**src/rtl/axis_pkt_gen_pkg.sv**
```systemverilog
// Shared types, constants and helpers for the axis_pkt_gen packet source.
// PRBS payload is selected at build time with AXIS_PKT_GEN_PRBS_EN.
package axis_pkt_gen_pkg;

  localparam int DEF_DATA_W = 128;
  localparam int DEF_LEN_W  = 16;
  localparam int DEF_GAP_W  = 8;
  localparam int DEF_CNT_W  = 32;

  // x^31 + x^28 + 1: feedback taken from state bits 30 and 27
  localparam logic [30:0] PRBS31_SEED = 31'h7FFF_FFFF;
  localparam logic [30:0] PRBS31_TAPS = 31'h4800_0000;

  typedef enum logic [1:0] {
    IDLE,
    SEND,
    GAP,
    DONE
  } state_t;

  function automatic logic [30:0] prbs31_next(input logic [30:0] cur);
    return {cur[29:0], ^(cur & PRBS31_TAPS)};
  endfunction

endpackage

```
**src/rtl/axis_prbs31.sv**
```systemverilog
// PRBS31 LFSR with synchronous load of the seed and per-beat stepping.
// Exposes the next state so the caller can register it alongside the data.
module axis_prbs31
  import axis_pkt_gen_pkg::*;
(
  input  logic        clk,
  input  logic        rst_n,
  input  logic        load,
  input  logic        step,
  output logic [30:0] state,
  output logic [30:0] next
);

  assign next = prbs31_next(state);

  always_ff @(posedge clk or negedge rst_n) begin
    if (!rst_n) begin
      state <= PRBS31_SEED;
    end else if (load) begin
      state <= PRBS31_SEED;
    end else if (step) begin
      state <= next;
    end
  end

endmodule

```
**src/rtl/axis_pkt_gen.sv**
```systemverilog
// AXI4-Stream packet generator: fixed-length packets, programmable gap, finite or endless runs.
// Define AXIS_PKT_GEN_PRBS_EN for a PRBS31 payload instead of the running word counter.
module axis_pkt_gen
  import axis_pkt_gen_pkg::*;
#(
  parameter int DATA_W = DEF_DATA_W,
  parameter int LEN_W  = DEF_LEN_W,
  parameter int GAP_W  = DEF_GAP_W,
  parameter int CNT_W  = DEF_CNT_W
) (
  input  logic              link_clk,
  input  logic              rst_n,
  input  logic              cfg_enable,
  input  logic [LEN_W-1:0]  cfg_pkt_len,
  input  logic [GAP_W-1:0]  cfg_gap,
  input  logic [CNT_W-1:0]  cfg_pkt_num,
  output logic [DATA_W-1:0] m_axis_link_tdata,
  output logic              m_axis_link_tlast,
  output logic              m_axis_link_tvalid,
  input  logic              m_axis_link_tready,
  output logic [CNT_W-1:0]  stat_pkt_cnt,
  output logic              busy,
  output logic              done
);

  state_t            state;
  logic [LEN_W-1:0]  len_q;
  logic [LEN_W-1:0]  beat_cnt;
  logic [GAP_W-1:0]  gap_q;
  logic [GAP_W-1:0]  gap_cnt;
  logic [CNT_W-1:0]  num_q;
  logic [CNT_W-1:0]  word_cnt;

  logic              accept;
  logic [LEN_W-1:0]  cfg_len_eff;
  logic [LEN_W-1:0]  beat_next;
  logic [CNT_W-1:0]  word_next;
  logic [CNT_W-1:0]  pkt_next;
  logic [DATA_W-1:0] first_data;
  logic [DATA_W-1:0] step_data;

  assign accept      = m_axis_link_tvalid & m_axis_link_tready;
  assign cfg_len_eff = (cfg_pkt_len == '0) ? LEN_W'(1) : cfg_pkt_len;
  assign beat_next   = beat_cnt + LEN_W'(1);
  assign word_next   = word_cnt + CNT_W'(1);
  assign pkt_next    = stat_pkt_cnt + CNT_W'(1);

`ifdef AXIS_PKT_GEN_PRBS_EN
  logic [30:0] prbs_state;
  logic [30:0] prbs_next;

  axis_prbs31 u_prbs (
    .clk   (link_clk),
    .rst_n (rst_n),
    .load  (state == IDLE && cfg_enable),
    .step  (state == SEND && accept),
    .state (prbs_state),
    .next  (prbs_next)
  );

  assign first_data = {(DATA_W/32){1'b0, PRBS31_SEED}};
  assign step_data  = {(DATA_W/32){1'b0, prbs_next}};
`else
  assign first_data = DATA_W'(CNT_W'(1));
  assign step_data  = DATA_W'(word_next);
`endif

  // tdata is advanced on every accepted beat, so it is already correct when SEND resumes after GAP
  always_ff @(posedge link_clk or negedge rst_n) begin
    if (!rst_n) begin
      state              <= IDLE;
      len_q              <= LEN_W'(1);
      beat_cnt           <= '0;
      gap_q              <= '0;
      gap_cnt            <= '0;
      num_q              <= '0;
      word_cnt           <= CNT_W'(1);
      m_axis_link_tdata  <= '0;
      m_axis_link_tlast  <= 1'b0;
      m_axis_link_tvalid <= 1'b0;
      stat_pkt_cnt       <= '0;
      busy               <= 1'b0;
      done               <= 1'b0;
    end else begin
      case (state)
        IDLE: begin
          done <= 1'b0;
          if (cfg_enable) begin
            state              <= SEND;
            len_q              <= cfg_len_eff;
            gap_q              <= cfg_gap;
            num_q              <= cfg_pkt_num;
            stat_pkt_cnt       <= '0;
            word_cnt           <= CNT_W'(1);
            beat_cnt           <= '0;
            m_axis_link_tdata  <= first_data;
            m_axis_link_tlast  <= (cfg_len_eff == LEN_W'(1));
            m_axis_link_tvalid <= 1'b1;
            busy               <= 1'b1;
          end
        end

        SEND: begin
          if (accept) begin
            word_cnt          <= word_next;
            m_axis_link_tdata <= step_data;
            if (m_axis_link_tlast) begin
              stat_pkt_cnt <= pkt_next;
              beat_cnt     <= '0;
              if (num_q != '0 && pkt_next == num_q) begin
                state              <= DONE;
                m_axis_link_tvalid <= 1'b0;
                m_axis_link_tlast  <= 1'b0;
                busy               <= 1'b0;
                done               <= 1'b1;
              end else if (!cfg_enable) begin
                state              <= IDLE;
                m_axis_link_tvalid <= 1'b0;
                m_axis_link_tlast  <= 1'b0;
                busy               <= 1'b0;
              end else if (gap_q == '0) begin
                m_axis_link_tlast <= (len_q == LEN_W'(1));
              end else begin
                state              <= GAP;
                gap_cnt            <= GAP_W'(1);
                m_axis_link_tvalid <= 1'b0;
                m_axis_link_tlast  <= 1'b0;
              end
            end else begin
              beat_cnt          <= beat_next;
              m_axis_link_tlast <= (beat_next == len_q - LEN_W'(1));
            end
          end
        end

        GAP: begin
          if (gap_cnt == gap_q) begin
            if (cfg_enable) begin
              state              <= SEND;
              m_axis_link_tvalid <= 1'b1;
              m_axis_link_tlast  <= (len_q == LEN_W'(1));
            end else begin
              state <= IDLE;
              busy  <= 1'b0;
            end
          end else begin
            gap_cnt <= gap_cnt + GAP_W'(1);
          end
        end

        DONE: begin
          if (!cfg_enable) begin
            state <= IDLE;
            done  <= 1'b0;
          end
        end

        default: state <= IDLE;
      endcase
    end
  end

endmodule

```
**config.mk**
```make
export PLATFORM = sky130hd
export DESIGN_NAME = axis_pkt_gen
export DESIGN_NICKNAME = d
export VERILOG_FILES = /design/src/rtl/axis_pkt_gen_pkg.sv /design/src/rtl/axis_prbs31.sv /design/src/rtl/axis_pkt_gen.sv
export SDC_FILE = /design/constraint.sdc
export NUM_CORES = 1
export LEC_CHECK = 0
export CAP_MARGIN = 15
export CORE_MARGIN = 3
export CORE_UTILIZATION = 40
export CTS_BUF_LIST = sky130_fd_sc_hd__clkbuf_16
export CTS_CLUSTER_DIAMETER = 60
export DETAILED_ROUTE_END_ITERATION = 8
export DONT_BUFFER_PORTS = 1
export PLACE_DENSITY = 0.57
export SLEW_MARGIN = 10
export SYNTH_ARGS = -nofsm -noshare
export SYNTH_HDL_FRONTEND = slang
export SYNTH_HIERARCHICAL = 1
export SYNTH_SLANG_ARGS = --single-unit
```
**constraint.sdc**
```tcl
create_clock -name link_clk -period 3.56 [get_ports link_clk]
set_input_delay 0.178 -clock link_clk [delete_from_list [all_inputs] [get_ports link_clk]]
set_output_delay 0.178 -clock link_clk [all_outputs]
set_load 0.01 [all_outputs]
```
-- Word-level counts from Yosys, hierarchy flattened
Cells that the tools add are included.
- flip-flop bits (word level): 278
- bits in latches: 0
- memory bits (writable): 0
- ROM bits: 0
- bits of input ports: 60
- output and inout port bits: 164
- logic and storage cells: 118
- memories: 0
- add/sub/neg operators: 5
- multipliers: 0
- divide/modulo/power cells: 0
- order comparisons: 0
- equal/unequal tests: 20
- shifts and indexed selects: 0
- mux-type cells: 61
- bitwise operators: 1
- reduce and logical (&&, ||, !) cells: 18
- operators by type and width (cell ; number):
    2-to-1 mux 128 bit ; 2
    case mux 128 bit (2 select lines) ; 1
    2-to-1 mux 32 bit ; 5
    case mux 32 bit (2 select lines) ; 2
    adder 32 x 1 -> 32 bit (second input constant) ; 2
    2-to-1 mux 16 bit ; 4
    2-to-1 mux 8 bit ; 6
    == test 16 x 1 -> 1 bit (second input constant) ; 2
    == test 32 bit ; 1
    case mux 16 bit (2 select lines) ; 1
    nonzero test 32 bit ; 1
    2-to-1 mux 1 bit ; 26
    != test 2 bit (second input constant) ; 11
    AND reduction 5 bit ; 4
    adder 16 x 1 -> 16 bit (second input constant) ; 1
    == test 16 bit ; 1
    zero test 16 bit ; 1
    2-to-1 mux 2 bit ; 8
    case mux 8 bit (2 select lines) ; 1
    subtractor 16 x 1 -> 16 bit (second input constant) ; 1
    case mux 1 bit (3 select lines) ; 4
    adder 8 x 1 -> 8 bit (second input constant) ; 1
    == test 8 bit ; 1
    zero test 8 bit ; 1
    other kinds (14) ; 17

-- Longest topological paths before layout
Gate-level depths: netlist (run 1).
- depth after elaboration: 7
- depth in mapped cells: 13
- depth with buffers taken out: 11

-- Least setup slack after synthesis (run 1)
OpenSTA, ideal clock, no wires.
- kind: reg-to-reg
- from: register stat_pkt_cnt[0]
- to: register gap_cnt[6]
- setup time: 0.065 ns
- arrival time: 3.118 ns
- slack: 0.377 ns
- stages on the path, launching flop included: 12
- buffers on the path: 1
- clock period less this slack: 3.183 ns
- cells stage by stage: dfrtp_1 -> ha_1 -> nand3_2 -> or4_4 -> or3_1 -> a31oi_1 -> nand4_1 -> nor4_4 -> nand2_2 -> and3_1 -> clkbuf_2 -> o21ba_1
- cells in the longest elaborated chain, start to end: 5
- RTL lines (item ; RTL line ; source):
    start, declared ; axis_pkt_gen.sv:21 ; output logic [CNT_W-1:0] stat_pkt_cnt,
    start signal, assigned ; axis_pkt_gen.sv:108 ; stat_pkt_cnt <= pkt_next;
    adder 32 x 1 -> 32 bit ; axis_pkt_gen.sv:46 ; assign pkt_next = stat_pkt_cnt + CNT_W'(1);
    == test 32 bit ; axis_pkt_gen.sv:110 ; if (num_q != '0 && pkt_next == num_q) begin
    logical AND 1 bit ; axis_pkt_gen.sv:110 ;
    != test 2 bit (no source line) ; - ;
    AND reduction 7 bit (no source line) ; - ;
    end signal, assigned ; axis_pkt_gen.sv:147 ; gap_cnt <= gap_cnt + GAP_W'(1);
    end, declared ; axis_pkt_gen.sv:30 ; logic [GAP_W-1:0] gap_cnt;
Every way passes these cells.
A chain may end at the register's enable or synchronous reset.

-- Worst setup path after layout (run 1)
Same ends and word-level chain as after synthesis.

==> impl_metrics.yaml, run 1 <==
status:
  status: "complete, but fails checks"
  violations: "negative hold slack"
final_layout:
  num-nets-final: 1190
  fin_area_um2: 11010
  area_delta_synth_final_pct: 11.78
  final_cells: 1453
  final_cell_mix: "dfrtp_1, nand2_1, conb_1, o21ai_0, nor2_1"
  drive_gt1_frac: 0.1325
  final_common_cell: "dfrtp_1"
synth:
  yosys_warnings: 6
  synth-adder-area-share: 0.01398
  synthSimpleGateAreaFrac: 0.1972
  syn_avg_cell_area_um2: 9.211
  synth_top_family_by_area: "simple AND/OR/NAND/NOR gates"
  synth_compound_area_frac: 0.1207
  async_flop_share: 1.000
  ys_seq_elements: 151
  synth_xor_area_frac: 0.09962
  syn_area_um2: 9847
  synth.distinct_cells: 74
  synthMuxAreaShare: 0.06252
  ys.flop_type: "dfrtp_1"
  synth_seq_area_share: 0.3840
  synth_edf_count: 0
  netlist_instances: 1069
grt:
  groute.usage.overall: 0.1887
  met1_usage: 0.2591
  grt_use_met2: 0.2850
  busiest_layer: "met2"
  grt_pass1_wl_mm: 39.72
  global_route.overflow_total: 0
  grt_use_met3: 0.06027
  grt_pass1_vias: 7252
  grt_start_max_net_pins: 152
  antenna_found_initial: 1
worst_setup_path:
  cp_num_cells: 10
  cp_cell_sequence: "ha_1, nand3_2, or4_4, or3_1, a31oi_1, nand4_1, nor4_4, a21oi_1, and3_1, o21ba_1"
  startpoint_type: "flip-flop"
  worstReg2RegStart: "stat_pkt_cnt[0]"
  cp_num_buf_inv: 0
  startpoint: "stat_pkt_cnt[0]"
  cp_slowest_stage_delay_ns: 0.61
  slowest_stage: "or4_4"
  path_delay_family: "simple AND/OR/NAND/NOR gates"
  criticalPathCategory: "reg2reg"
  critPathRequiredTime_ns: 3.88
  r2r_cells: 10
  path_max_fanout: 7
  cp.arrival_ns: 3.67
  critical_path.endpoint_type: "flip-flop"
clock_tree:
  htreeDepth: 4
  tritoncts: "done"
  clock_latency_ns: 0.43
  cts_root_buf: "clkbuf_16"
  cts_buffer_depth: 2
  cts_setup_buffers: 0
  path_clk_slew_ns: 0.07
  cts-buffers-inserted: 17
  cts.sinks: 151
sta:
  holdWs_ns: -0.5467
  setup_viol: 0
  fmax_mhz: 298.5
  timing.final.max_slew_violations: 0
  setup_tns_ns: 0
  max_slew.worst_pin.slew_ns: 0.5946
  slew_headroom: 0.6000
  finClkSkew_ns: 0.01244
  fin_crit_sh: 0.9411
  finalHoldViolations: 151
  period_needed_ns: 3.350
  rsz0062_at_grt: "false"
floorplan:
  die_h_um: 162.9
  start_util: 0.4133
  dieArea_um2: 26540
  ioPinCount: 224
  std_cell_rows: 56
  core_um2: 23820
  die_w_um: 162.9
place:
  placed_area_um2: 9811
  portBuffers: 0
  place_hpwl_mm: 17.97
  globalplace.congestion: 0.8817
  dp_cells: 1359
pwr:
  p_per_area_nw_per_um2: 332.9
  p_total_w: 0.003664
  total_leakage_power_nw: 5.000
  vdd_drop_max_uv: 238.5
hold_path:
  min_path_type: "in2async"
routing:
  drtIter0Drc: 706
  vias_per_cell: 5.265
  ant_nets: 0
  num_vias: 7650
  routed_wl_mm: 25.15
  firstDrtPassIters: 5
  wl_per_cell_um: 17.31
  drc: 0
flow_run:
  cap_violations: 0
==> where the power goes <==
group          switching (W)  total (W)  internal (W)  leakage, nW
Sequential                 0    0.00172       0.00172         2.06
Clock               0.000795    0.00184       0.00105        0.281
Combinational      0.0000603   0.000105     0.0000447         2.66
Total               0.000855    0.00366       0.00281         5.00
==> flip-flops by register name (all words and copies together) (netlist names) <==
signal	count
beat_cnt	16
busy	1
done	1
gap_cnt	8
gap_q	8
len_q	16
m_axis_link_tdata	2
m_axis_link_tlast	1
m_axis_link_tvalid	1
num_q	32
stat_pkt_cnt	32
state	2
word_cnt	31
==> synthesized netlist by cell type (all sizes together) (14+ instances only) <==
library cell	n	share of area
xor2	50	0.044
mux2	52	0.059
nand4	31	0.024
buf	136	0.10
clkbuf	30	0.012
xnor2	62	0.055
nand3	39	0.021
dfrtp	149	0.38
nor2	67	0.026
o21ai	71	0.036
nand2	104	0.040
nor3	16	0.0086
or3	18	0.011
nor4	28	0.023
a21oi	32	0.016
o31ai	23	0.018
and3	14	0.0089
inv	22	0.0084
==> cells by family after synthesis <==
logic type | Yosys count
simple gates | 363
buf+inv | 189
compound gates | 187
flops | 151
xor+xnor | 112
mux | 55
fa+ha+maj | 11
other cells | 1
==> worst register-to-register path, cell delays in order (launching register included) <==
cell and delay, ns:
dfrtp_1 0.36, ha_1 0.30, nand3_2 0.25, or4_4 0.61, or3_1 0.35, a31oi_1 0.19, nand4_1 0.17, nor4_4 0.39
a21oi_1 0.24, and3_1 0.24, o21ba_1 0.16
==> area by class of cell <==
type / count / area [um^2]
Clock buffer: 17 / 425.4
Inverter: 23 / 86.33
Fill cell: 2274 / 12820
Tap cell: 319 / 399.1
Timing Repair Buffer: 102 / 915.9
Sequential cell: 151 / 3781
Antenna cell: 2 / 5.005
Multi-Input combinational cell: 824 / 5230
Clock inverter: 15 / 163.9
==> metal layers <==
layer | share of wire | vias to the layer above
li1 | - | 3656
met1 | 0.45 | 3670
met2 | 0.45 | 278
met3 | 0.080 | 46
met4 | 0.020 | 0
met5 | 0 | -
==> stage by stage <==
step           setup WS, ns  utilization
2_1_floorplan        0.3773            -
3_3_place_gp         0.3054       0.4118
3_5_place_dp         0.2394       0.4118
4_1_cts              0.2294       0.4605
5_1_grt            0.002829       0.4620
6_report             0.2098       0.4620
==> path summary, 6_finish.rpt <==
| kind | endpoint | slack, ns |
|---|---|---|
| setup / recovery | gap_cnt[6] | 0.21 |
| hold / removal | word_cnt[11] | -0.55 |
| setup reg to reg | gap_cnt[6] | 0.21 |
| hold reg to reg | beat_cnt[15] | 0.53 |
| max in group asynchronous | len_q[0] | 3.73 |
| min in group link_clk | done | 0.07 |
==> repair_timing <==
item,4_1_cts,5_1_grt
setup endpoints to repair,0,1
hold endpoints to repair,209,152
gates resized for setup,0,1
hold buffers,57,3
Power figures use the tool's default switching activity.
==> run 2, diff against run 1 <==
Clock period 3.56 ns to 3.6 ns, I/O delays scaled along.
==> run 2 against run 1 <==
  * The flow still finishes with violations (negative hold slack)
  * Wire length up 0.92%
  * First-iteration DRC count is 8.8% lower
  * Non-clock buffer count fell by 7
  * Count of clock-buffer cells in the layout stayed put
  * Clock skew rose by 0.00067 ns
  * Power down 2.9%
  * Die area did not move
  * Cell count fell by 0.62%
  * Via count barely moved
  * Worst setup slack gained 0.036 ns
  * Critical path depth did not move
==> impl_metrics.yaml, run 2 (synthesized netlist as in run 1, its figures left out) <==
sta:
  setup_viol: 0
  setup_tns_ns: 0
  finalHoldViolations: 151
  fmax_mhz: 298.1
  finClkSkew_ns: 0.01312
  holdWs_ns: -0.5470
  fin_crit_sh: 0.9317
  rsz0062_at_grt: "false"
  slew_headroom: 0.2975
  timing.final.ws_setup_ns: 0.2459
  timing.final.max_slew_violations: 0
  max_slew.worst_pin.slew_ns: 1.054
  period_needed_ns: 3.354
final_layout:
  final_common_cell: "dfrtp_1"
  final_cell_mix: "dfrtp_1, nand2_1, conb_1, o21ai_0, nor2_1"
  area_delta_synth_final_pct: 10.90
  largest_registers: "num_q: 32 flops, stat_pkt_cnt: 32 flops, word_cnt: 31 flops"
  final_cells: 1444
  fillers: 2306
  antennaDiodeCount: 0
  drive_gt1_frac: 0.1316
  num-nets-final: 1183
floorplan:
  start_util: 0.4133
  ioPinCount: 224
  core_um2: 23820
  dieArea_um2: 26540
  std_cell_rows: 56
  die_w_um: 162.9
  die_h_um: 162.9
clock_tree:
  htreeDepth: 4
  cts_setup_buffers: 0
  clock_latency_ns: 0.43
  cts_root_buf: "clkbuf_16"
  tritoncts: "done"
  ctsHoldBuffers: 57
  cts_buffer_depth: 2
  cts-buffers-inserted: 17
  cts.sinks: 151
  path_clk_slew_ns: 0.07
place:
  dp_cells: 1355
  place_hpwl_mm: 18.18
  post-place-ws_ns: 0.2038
  portBuffers: 0
  globalplace.congestion: 0.8550
routing:
  routed_wl_mm: 25.38
  num_vias: 7646
  drtIter0Drc: 644
  ant_nets: 0
  wl_per_cell_um: 17.58
  vias_per_cell: 5.295
  drc: 0
  firstDrtPassIters: 6
grt:
  grt_use_met2: 0.2961
  antenna_found_initial: 0
  grt_pass1_vias: 7195
  grt_use_met3: 0.05290
  busiest_layer: "met2"
  met1_usage: 0.2632
  global_route.overflow_total: 0
  grt_start_max_net_pins: 152
  groute.usage.overall: 0.1907
  grt_pass1_wl_mm: 40.08
flow_run:
  cap_violations: 0
pwr:
  p_per_area_nw_per_um2: 325.7
  total_leakage_power_nw: 4.965
  pwr-share-clk: 0.495
  p_int_w: 0.002708
  swShare: 0.2387
  switching_power_w: 0.0008488
  pwr-share-seq: 0.477
  vdd_drop_max_uv: 251.6
  p_comb_frac: 0.028
worst_setup_path:
  cp.arrival_ns: 3.67
  critical_path.endpoint_type: "flip-flop"
  path_delay_family: "simple AND/OR/NAND/NOR gates"
  cp_num_buf_inv: 0
  r2r_slack_ns: 0.25
  cp_cell_sequence: "ha_1, nand3_2, or4_4, or3_1, a31oi_1, nand4_1, nor4_4, a21oi_1, and3_1, o21ba_1"
  critPathRequiredTime_ns: 3.92
  startpoint_type: "flip-flop"
  slowest_stage: "or4_4"
  cp_slowest_stage_delay_ns: 0.61
  criticalPathCategory: "reg2reg"
  path_max_fanout: 7
status:
  status: "complete, but fails checks"
  violations: "negative hold slack"
hold_path:
  min_path_type: "in2async"
run 2: cell count changes in the layout (fill, tap and decap cells not counted), moves of 2 or more:
cell	before	now
buf_4	42	38
clkinv_2	1	3
clkinv_4	1	3
clkinvlp_4	3	1
diode_2	2	0
dlygate4sd3_1	60	57
run 2: stage by stage:
step	instance area, um^2	hold WS, ns	total power, W	util
floorplan	10200	-0.1156	0.001854	-
global placement	9781	-0.1084	0.001775	0.4106
detailed placement	9781	-0.1051	0.001775	0.4106
CTS	10920	-0.5621	0.003595	0.4584
global route	10920	-0.5709	0.003675	0.4584
finish	10920	-0.5470	0.003557	0.4584
run 2: final timing paths:
kind / start / to / depth (start not counted)
min in group link_clk: cfg_enable / state[0] / 2
setup reg to reg: stat_pkt_cnt[0] / gap_cnt[6] / 10
hold reg to reg: beat_cnt[15] / beat_cnt[15] / 1
max in group asynchronous: rst_n / len_q[0] / 0
hold / removal: rst_n / word_cnt[12] / 0
setup / recovery: stat_pkt_cnt[0] / gap_cnt[6] / 10
run 2: cell type report:
type / count / area, um^2 / area share
Clock buffer: 17 / 425.4 / 0.03895
Clock inverter: 15 / 142.6 / 0.01306
Inverter: 23 / 86.33 / 0.007906
Multi-Input combinational cell: 824 / 5229 / 0.4788
Sequential cell: 151 / 3782 / 0.3464
Tap cell: 319 / 399.1 / 0.03655
Timing Repair Buffer: 95 / 855.8 / 0.07837
run 2: power by group through the flow:
stage                     clock network, W  registers, W  logic [W]
after floorplan                          0       0.00173   0.000125
after CTS                          0.00180       0.00170  0.0000983
after global routing               0.00187       0.00169   0.000113
after global placement                   0       0.00173  0.0000468
final                              0.00176       0.00170   0.000101
after detailed placement                 0       0.00173  0.0000468
run 2: routing by layer:
layer  up-vias  part of all wire  routed length (um)
li1       3642                 -                   -
met1      3714              0.45               11360
met2       260              0.46               11780
met4         0             0.015                 378
met5         -                 0                   0
met3        30             0.074                1866
run 2: repair_timing:
action	in CTS	in global routing
gates resized for setup	0	1
hold endpoints to repair	208	151
setup endpoints to repair	0	5
